### src/rtl/kernel_st_adaptor_unpacker.sv
// -----------------------------------------------------------------------------
// kernel_st_adaptor_unpacker
//
// Purpose:
//   Read-side unpacker for the kernel ST adaptor FIFO. It takes one packed
//   36-bit word per transfer (32 data bits plus SOP, EOP and a 2-bit empty
//   count) and replays it as a stream of 8-bit symbols. Symbol 0 is the most
//   significant byte. When the last symbol of a word transfers, the next word
//   is loaded on the same edge, so the stream runs at one symbol per cycle
//   with no bubble between words.
//
// Ports:
//   clk        single clock, all state on the rising edge
//   reset_n    asynchronous active-low reset
//   in_ready   sink ready (ready latency 0), combinational from out_ready
//   in_valid   sink valid
//   in_data    [35]=SOP, [34]=EOP, [33:32]=empty, [31:0]=data
//   out_ready  source ready (ready latency 0)
//   out_valid  source valid
//   out_data   current symbol
//   out_sop    start of packet, on symbol 0 of a SOP word
//   out_eop    end of packet, on the last valid symbol of an EOP word
//   busy       high while a word is held (same as out_valid)
// -----------------------------------------------------------------------------
module kernel_st_adaptor_unpacker #(
    parameter int SYMBOLS_PER_WORD = 4,
    parameter int SYMBOL_WIDTH     = 8,
    parameter int EMPTY_WIDTH      = 2,
    parameter int IN_WIDTH         = SYMBOLS_PER_WORD * SYMBOL_WIDTH + 2 + EMPTY_WIDTH
) (
    input  logic                    clk,
    input  logic                    reset_n,
    output logic                    in_ready,
    input  logic                    in_valid,
    input  logic [IN_WIDTH-1:0]     in_data,
    input  logic                    out_ready,
    output logic                    out_valid,
    output logic [SYMBOL_WIDTH-1:0] out_data,
    output logic                    out_sop,
    output logic                    out_eop,
    output logic                    busy
);

    localparam int DATA_WIDTH = SYMBOLS_PER_WORD * SYMBOL_WIDTH;
    localparam int SOP_BIT    = IN_WIDTH - 1;
    localparam int EOP_BIT    = IN_WIDTH - 2;
    localparam logic [EMPTY_WIDTH-1:0] MAX_IDX = EMPTY_WIDTH'(SYMBOLS_PER_WORD - 1);

    logic [IN_WIDTH-1:0]    hold_word_reg, hold_word_next;
    logic                   hold_valid_reg, hold_valid_next;
    logic [EMPTY_WIDTH-1:0] idx_reg, idx_next;

    logic [SYMBOL_WIDTH-1:0] sym [SYMBOLS_PER_WORD];
    logic [EMPTY_WIDTH-1:0]  last_idx;
    logic                    last;
    logic                    out_xfer;
    logic                    in_xfer;

    // Big-endian lane split: symbol 0 lives in the top byte of the data field.
    generate
        for (genvar gi = 0; gi < SYMBOLS_PER_WORD; gi++) begin : g_lane
            assign sym[gi] = hold_word_reg[DATA_WIDTH-1-gi*SYMBOL_WIDTH -: SYMBOL_WIDTH];
        end
    endgenerate

    // The empty count only trims the tail of an EOP word; on other words it
    // is ignored and all symbols are emitted.
    assign last_idx = hold_word_reg[EOP_BIT]
                    ? (MAX_IDX - hold_word_reg[DATA_WIDTH +: EMPTY_WIDTH])
                    : MAX_IDX;
    assign last     = (idx_reg == last_idx);

    assign out_valid = hold_valid_reg;
    assign busy      = hold_valid_reg;
    assign out_xfer  = out_valid && out_ready;

    // Accept a new word when idle, or on the very edge the final symbol
    // leaves, which is what gives zero-bubble back-to-back words.
    assign in_ready  = !hold_valid_reg || (out_xfer && last);
    assign in_xfer   = in_valid && in_ready;

    assign out_data  = sym[idx_reg];
    assign out_sop   = hold_word_reg[SOP_BIT] && (idx_reg == '0);
    assign out_eop   = hold_word_reg[EOP_BIT] && last;

    always_comb begin
        hold_word_next  = hold_word_reg;
        hold_valid_next = hold_valid_reg;
        idx_next        = idx_reg;

        if (out_xfer) begin
            if (last) begin
                idx_next        = '0;
                hold_valid_next = 1'b0;
            end else begin
                idx_next = idx_reg + 1'b1;
            end
        end

        // A load overrides the end-of-word clear above.
        if (in_xfer) begin
            hold_word_next  = in_data;
            hold_valid_next = 1'b1;
            idx_next        = '0;
        end
    end

    always_ff @(posedge clk or negedge reset_n) begin
        if (!reset_n) begin
            hold_word_reg  <= '0;
            hold_valid_reg <= 1'b0;
            idx_reg        <= '0;
        end else begin
            hold_word_reg  <= hold_word_next;
            hold_valid_reg <= hold_valid_next;
            idx_reg        <= idx_next;
        end
    end

endmodule
### config.mk
export PLATFORM = sky130hd
export DESIGN_NAME = kernel_st_adaptor_unpacker
export DESIGN_NICKNAME = d
export VERILOG_FILES = /design/src/rtl/kernel_st_adaptor_unpacker.sv
export SDC_FILE = /design/constraint.sdc
export NUM_CORES = 1
export LEC_CHECK = 0
export BUFFER_PORTS_ARGS = -buffer_cell sky130_fd_sc_hd__buf_2
export CORE_ASPECT_RATIO = 1.5
export CORE_MARGIN = 1.5
export CORE_UTILIZATION = 45
export CTS_BUF_LIST = sky130_fd_sc_hd__clkbuf_16
export DETAILED_ROUTE_END_ITERATION = 10
export GPL_TIMING_DRIVEN = 0
export PLACE_DENSITY = 0.69
export REMOVE_ABC_BUFFERS = 1
export SYNTH_ARGS = -nofsm -noshare
export SYNTH_HDL_FRONTEND = slang
export SYNTH_SLANG_ARGS = --single-unit
### constraint.sdc
create_clock -name clk -period 1.8 [get_ports clk]
set_input_delay 0.18 -clock clk [delete_from_list [all_inputs] [get_ports clk]]
set_output_delay 0.18 -clock clk [all_outputs]
set_load 0.03 [all_outputs]
==> results by group, run 1 <==
Outcome
  – Status: complete, but fails checks
  – Failing checks: negative setup slack

Yosys
  – Top_reg_cell synth: dfrtp_1
  – Mean Syn Cell Area: 13.1 sq um
  – #FFs+latches synth: 39
  – Cells after Synth: 165
  – Register area share after synthesis: between 40% and 50%
  – Post-Synthesis Cell Area: around 2200 sq um
  – Cell variety after synth: 29
  – Async SR Flop Fraction: between 90% and 100%
  – Post-synth EDFFs: 0
  – Yosys warnings: 0

STA
  – Crit share post-route: 107%
  – F_max: 518 MHz
  – Worst setup margin: -0.130 ns
  – Clk_skew: between 0.004 and 0.005 ns
  – Min Tclk post-route: slightly below 2 ns
  – Worst slew margin: between 40% and 50%
  – RSZ-0062 raised after global routing: true
  – Sum of negative setup slack: -3.06 ns
  – Worst slew pin tran: around 0.9 ns
  – Final setup viols: 39
  – Final hold vios: 0
  – Max-slew violation count: 0

Cells and area
  – Share of cells above drive strength 1: a little under half
  – Area grow syn2layout: 34.7%
  – Largest register FFs: 36
  – Commonest cells after routing, fill and taps aside: 50 x buf_2, 37 x dfrtp_1, 36 x a221o_1
  – Most common cell after layout, fill and taps aside: buf_2
  – Ant. Diodes: 0
  – # fillers: roughly 360
  – Nets: 278

Placement
  – Port bufs: 52
  – DP HPWL: 3.31 mm
  – Final Wtd Congestion: between 0.7 and 0.8

Setup path
  – Slowest CP cell: dfrtp_4
  – Reg2reg path depth: 6
  – Delay-heaviest family, CP: simple AND/OR/NAND/NOR gates
  – Reg2reg end: hold_word_reg[9]$_DFFE_PN0P_
  – Critical path buffers and inverters: 1
  – Worst reg2reg path startpoint: idx_reg[0]$_DFFE_PN0P_
  – Worst R2R Setup Slack: -0.11 ns
  – Crit. End Element: output port
  – Crit path largest cell delay: a little over 0.5 ns
  – WS Path Type: flop to output port
  – CP cell instances: and4bb_2 > a32oi_4 > nand2_2 > and2_4 > buf_6
  – CP max FO: 6
  – CP startpoint kind: flop
  – WP data required: roughly 1.6 ns
  – CP Data Arrival Time: about 1.8 ns

GRT
  – Largest net degree at the start of global routing: 40
  – Vias in the first global route: around 2,100
  – Gr usage total: a little over a quarter
  – First-pass GRT wire length: 10.4 mm
  – Initial antenna violation count: 0
  – Congestion Overflow GR: 0

Drt
  – DR pass1 iterations: 4
  – WL final: about 6.6 mm
  – Vias per cell: roughly 6.6
  – Via count: around 2,000
  – Initial DRC count: 124
  – Final ANT Viol Nets: 0
  – Wire per inst: approximately 22 microns
  – Drt drc: 0

Clock tree
  – # clock sinks: 39
  – Clk buf depth: 2
  – H-tree depth: 2
  – Clock root cell: clkbuf_16
  – Worst skew pair latency: about 0.28 ns
  – Cts bufs inserted: 5
  – Clock-pin slew on the worst setup and hold paths: 0.06 ns
  – CTS tree: yes

Flow run
  – Number of max-cap violations: 0

Floorplanning
  – Core footprint: approximately 4600 sq um
  – Die Area: approximately 5200 sq um
  – Boundary pin count: 53
  – Initial Utilization: a little under half
  – Chip width: 59.5 microns
  – DIE HEIGHT: 87.7 microns
  – FP Rows: 30

Pwr
  – Power Dens Cells: 2000 nW/um^2
  – Pleak: 1.17 nW
  – VDD IR max: 1.44 mV
  – Pwr Total: about 5.8 mW

Hold path
  – Worst min-delay path category: input pin to asynchronous set/reset pin
per-layer routing:
| metal | up-vias | GRT usage [%] | share of wire (%) |
|---|---|---|---|
| li1 | 859 | - | - |
| met3 | 20 | 5.61 | 7.9 |
| met2 | 119 | 45.4 | 53 |
| met1 | 1007 | 32.7 | 36 |
| met4 | 0 | 12.1 | 2.7 |
| met5 | - | 0 | 0 |
area by class of cell:
type	instances	area, sq um	share of cell area [%]
Multi-Input combinational cell	110	1150	39.7
Sequential cell	39	981	33.8
Timing Repair Buffer	78	541	18.6
Clock buffer	5	125	4.31
Tap cell	64	80.1	2.76
Clock inverter	3	11.3	0.388
Inverter	3	11.3	0.388
report_power, final:
part           leakage [nW]  switching [mW]  internal (mW)
clock                0.0701           0.326          0.498
combinational         0.708            1.69           1.75
sequential            0.393           0.313           1.21
repair_timing:
action | in CTS | in global routing
hold buffers | 0 | 0
pin swaps | 27 | 19
setup endpoints to repair | 47 | 39
buffers inserted | 23 | 0
cloned | 4 | 1
resized for setup | 22 | 6
kinds of logic (layout without fill, tap and decap cells):
| logic type | Yosys count | in the layout | synth area share, % |
|---|---|---|---|
| DFF | 39 | 39 | 45.3 |
| adders and majority gates | 1 | 1 | 0.581 |
| buffers and inverters | 19 | 89 | 5.63 |
| and+or+nand+nor | 15 | 16 | 4.36 |
| muxes | 8 | 8 | 8.36 |
| xor gates and xnor gates | 1 | 1 | 0.407 |
| AOI/OAI and AO/OA | 82 | 84 | 35.4 |
stage by stage:
step	utilization [%]	setup WS (ns)	hold WS [ns]	instance area, sq um	std cells
after global placement	52.1	-1.00	0.319	2380	265
after CTS	62.5	-0.133	0.0418	2860	301
final	63.4	-0.130	0.0121	2900	302
after detailed placement	52.5	-1.03	0.339	2400	266
after floorplan	-	-0.661	-0.116	2040	149
after global routing	63.4	-0.158	0.0773	2900	302
worst reg2reg max path: stages, from the launching register on:
cell and delay (ns):
dfrtp_4 0.51, and4bb_2 0.28, a32oi_4 0.28, buf_12 0.15
a21oi_4 0.07, buf_6 0.15, a221o_1 0.34
synth_stat cells (2+ instances only):
cell      number  share of area (%)
a221o_1       36                 17
a22o_1        35                 14
and2_1         2               0.58
buf_6          6                3.1
clkbuf_1       7                1.2
dfrtp_1       39                 45
inv_1          2               0.35
mux4_2         8                8.4
nand2_1        5               0.87
nand3_1        3               0.70
nor2b_1        2               0.58
o21ai_1        3               0.70
worst max-delay path by stage:
stage,startpoint,end,cells past startpoint,slack [ns]
6_report,idx_reg[0]$_DFFE_PN0P_,out_eop,5,-0.13
5_1_grt,idx_reg[0]$_DFFE_PN0P_,in_ready,5,-0.16
4_1_cts,idx_reg[0]$_DFFE_PN0P_,out_eop,5,-0.13
3_5_place_dp,idx_reg[0]$_DFFE_PN0P_,hold_word_reg[29]$_DFFE_PN0P_,4,-1.03
3_3_place_gp,busy$_DFFE_PN0P_,hold_word_reg[32]$_DFFE_PN0P_,3,-1.00
2_1_floorplan,busy$_DFFE_PN0P_,hold_word_reg[32]$_DFFE_PN0P_,3,-0.66
Note: power is estimated with default switching activity, not from simulation.
==> run 2, diff against run 1 <==
CORE_ASPECT_RATIO = not set   (was 1.5)
==> results by group, run 2 (same netlist as run 1, synthesis figures left out) <==
Flow run
  – Number of max-cap violations: 0 (unchanged)

Setup path
  – WS Path Type: flop to output port (unchanged)
  – WP data required: 1.62 ns (about the same)
  – Worst Setup SP: idx_reg[0]$_DFFE_PN0P_ (unchanged)
  – Worst reg2reg path startpoint: idx_reg[0]$_DFFE_PN0P_ (unchanged)
  – CP startpoint kind: flop (unchanged)
  – CP max FO: 4 (was 6)
  – CP Data Arrival Time: 1.69 ns (was 1.75 ns)
  – Crit. End Element: output port (unchanged)

Clock tree
  – Clock root cell: clkbuf_16 (unchanged)
  – Cts hold-fix bufs: 0 (unchanged)
  – Clock-pin slew on the worst setup and hold paths: 0.06 ns (about the same)
  – Worst skew pair latency: 0.28 ns (about the same)
  – # clock sinks: 39 (unchanged)
  – CTS tree: yes (unchanged)
  – H-tree depth: 2 (unchanged)
  – Clk buf depth: 2 (unchanged)
  – Cts bufs inserted: 5 (unchanged)

Drt
  – Final ANT Viol Nets: 0 (unchanged)
  – Drt drc: 0 (unchanged)
  – WL met3: 500 microns (was 522 microns)
  – DR pass1 iterations: 4 (unchanged)
  – Top layer in use: met4 (unchanged)
  – Via count: 1,933 (was 2,005)
  – DRT met1 WL: 2.61 mm (was 2.38 mm)
  – Vias per cell: 6.88 (was 6.64)
  – Initial DRC count: 109 (was 124)
  – WL final: 6.28 mm (was 6.60 mm)
  – Wire length on met2: 3.13 mm (was 3.53 mm)
  – Wire per inst: 22.3 microns (was 21.9 microns)

STA
  – Worst slew pin tran: 0.849 ns (was 0.888 ns)
  – Hold slack: -0.00277 ns (was 0.0121 ns)
  – Max-slew violation count: 0 (unchanged)
  – Worst setup margin: -0.0704 ns (was -0.130 ns)
  – Final hold vios: 2 (was 0)
  – Crit share post-route: 104% (was 107%)
  – Worst slew margin: 43.4% (was 40.6%)
  – Final setup viols: 40 (was 39)
  – F_max: 535 MHz (was 518 MHz)
  – RSZ-0062 raised after global routing: true (unchanged)
  – Min Tclk post-route: 1.87 ns (was 1.93 ns)
  – Clk_skew: 0.00419 ns (was 0.00440 ns)

GRT
  – Vias in the first global route: 1,984 (was 2,083)
  – Gr usage total: 25.3% (was 26.9%)
  – Largest net degree at the start of global routing: 40 (unchanged)
  – Congestion Overflow GR: 0 (unchanged)
  – First-pass GRT wire length: 10.0 mm (was 10.4 mm)
  – Initial antenna violation count: 0 (unchanged)

Placement
  – Final Wtd Congestion: 0.757 (was 0.714)
  – DP HPWL: 3.35 mm (was 3.31 mm)
  – Post-Place Cell Area: 2390 sq um (was 2400 sq um)
  – Port bufs: 52 (unchanged)
  – Pre-CTS setup slack: -1.03 ns (about the same)

Cells and area
  – Post-Route Utilization: 63.2% (was 63.4%)
  – Design area: 2830 sq um (was 2900 sq um)
  – # fillers: 335 (was 363)
  – Share of cells above drive strength 1: 45.9% (was 47.1%)
  – Most common cell after layout, fill and taps aside: buf_2 (unchanged)
  – Largest register FFs: 36 (unchanged)
  – Nets: 269 (was 278)
  – Area grow syn2layout: 31.2% (was 34.7%)
  – Ant. Diodes: 0 (unchanged)
  – Commonest cells after routing, fill and taps aside: 49 x buf_2, 36 x a221o_1, 35 x a22o_1, 35 x dfrtp_1, 10 x buf_4 (was 50 x buf_2, 37 x dfrtp_1, 36 x a221o_1)

Floorplanning
  – Die Area: 5210 sq um (was 5220 sq um)
  – DIE HEIGHT: 72.2 microns (was 87.7 microns)
  – Boundary pin count: 53 (unchanged)
  – Core footprint: 4470 sq um (was 4580 sq um)
  – Chip width: 72.2 microns (was 59.5 microns)
  – Initial Utilization: 48.2% (was 47.0%)
  – FP Rows: 24 (was 30)

Pwr
  – Pleak: 1.13 nW (was 1.17 nW)
  – Power Dens Cells: 2020 nW/um^2 (was 2000 nW/um^2)
  – VDD IR max: 1.06 mV (was 1.44 mV)

Outcome
  – Failing checks: negative hold slack, negative setup slack (was negative setup slack)
  – Status: complete, but fails checks (unchanged)

Hold path
  – Worst min-delay path category: input pin to asynchronous set/reset pin (unchanged)
[run 2: area by class of cell]
cell class	count	area, sq um	area share [%]
Clock buffer	5	125	4.42
Sequential cell	39	983	34.8
Clock inverter	3	38.8	1.37
Multi-Input combinational cell	110	1150	40.7
Tap cell	52	65.1	2.30
Timing Repair Buffer	69	454	16.1
Inverter	3	11.3	0.398
[run 2: worst paths after layout]
kind	end	slack, ns	cells after the start
max reg2reg	hold_word_reg[24]$_DFFE_PN0P_	-0.06	6
max in group asynchronous	idx_reg[0]$_DFFE_PN0P_	1.17	1
max	out_eop	-0.07	5
min reg2reg	hold_word_reg[25]$_DFFE_PN0P_	0.53	1
min in group clk	hold_word_reg[13]$_DFFE_PN0P_	0.14	2
min	hold_word_reg[21]$_DFFE_PN0P_	-0.003	1
[run 2: power by group]
group / internal [mW] / switching, mW / total [mW]
combinational: 1.59 / 1.62 / 3.21
sequential: 1.22 / 0.308 / 1.53
clock: 0.646 / 0.343 / 0.989
total: 3.45 / 2.27 / 5.72
[run 2: routing by layer]
metal,vias to the layer above,track usage (%)
met3,4,7.64
met4,0,8.81
li1,836,-
met2,83,41.3
met1,1010,32.2
met5,-,0
[run 2: repair_timing]
item,in CTS,in global routing
setup endpoints to repair,47,46
endpoints found under the hold margin,0,0
pin swaps,8,18
gates resized for setup,16,13
setup buffers,15,0
cloned,3,1
[run 2: critical path, cell delays in order (launching register included)]
cell	delay, ns
dfrtp_4	0.50
and4bb_1	0.25
a32oi_4	0.28
nand2_2	0.09
and2_4	0.15
buf_6	0.13
[run 2: stage by stage]
| step | power [mW] | cells | setup TNS (ns) |
|---|---|---|---|
| 2_1_floorplan | 3.30 | 149 | -23.72 |
| 3_3_place_gp | 3.82 | 253 | -38.32 |
| 3_5_place_dp | 3.96 | 254 | -36.78 |
| 4_1_cts | 5.59 | 280 | -1.31 |
| 5_1_grt | 6.03 | 281 | -2.92 |
| 6_report | 5.72 | 281 | -0.974 |
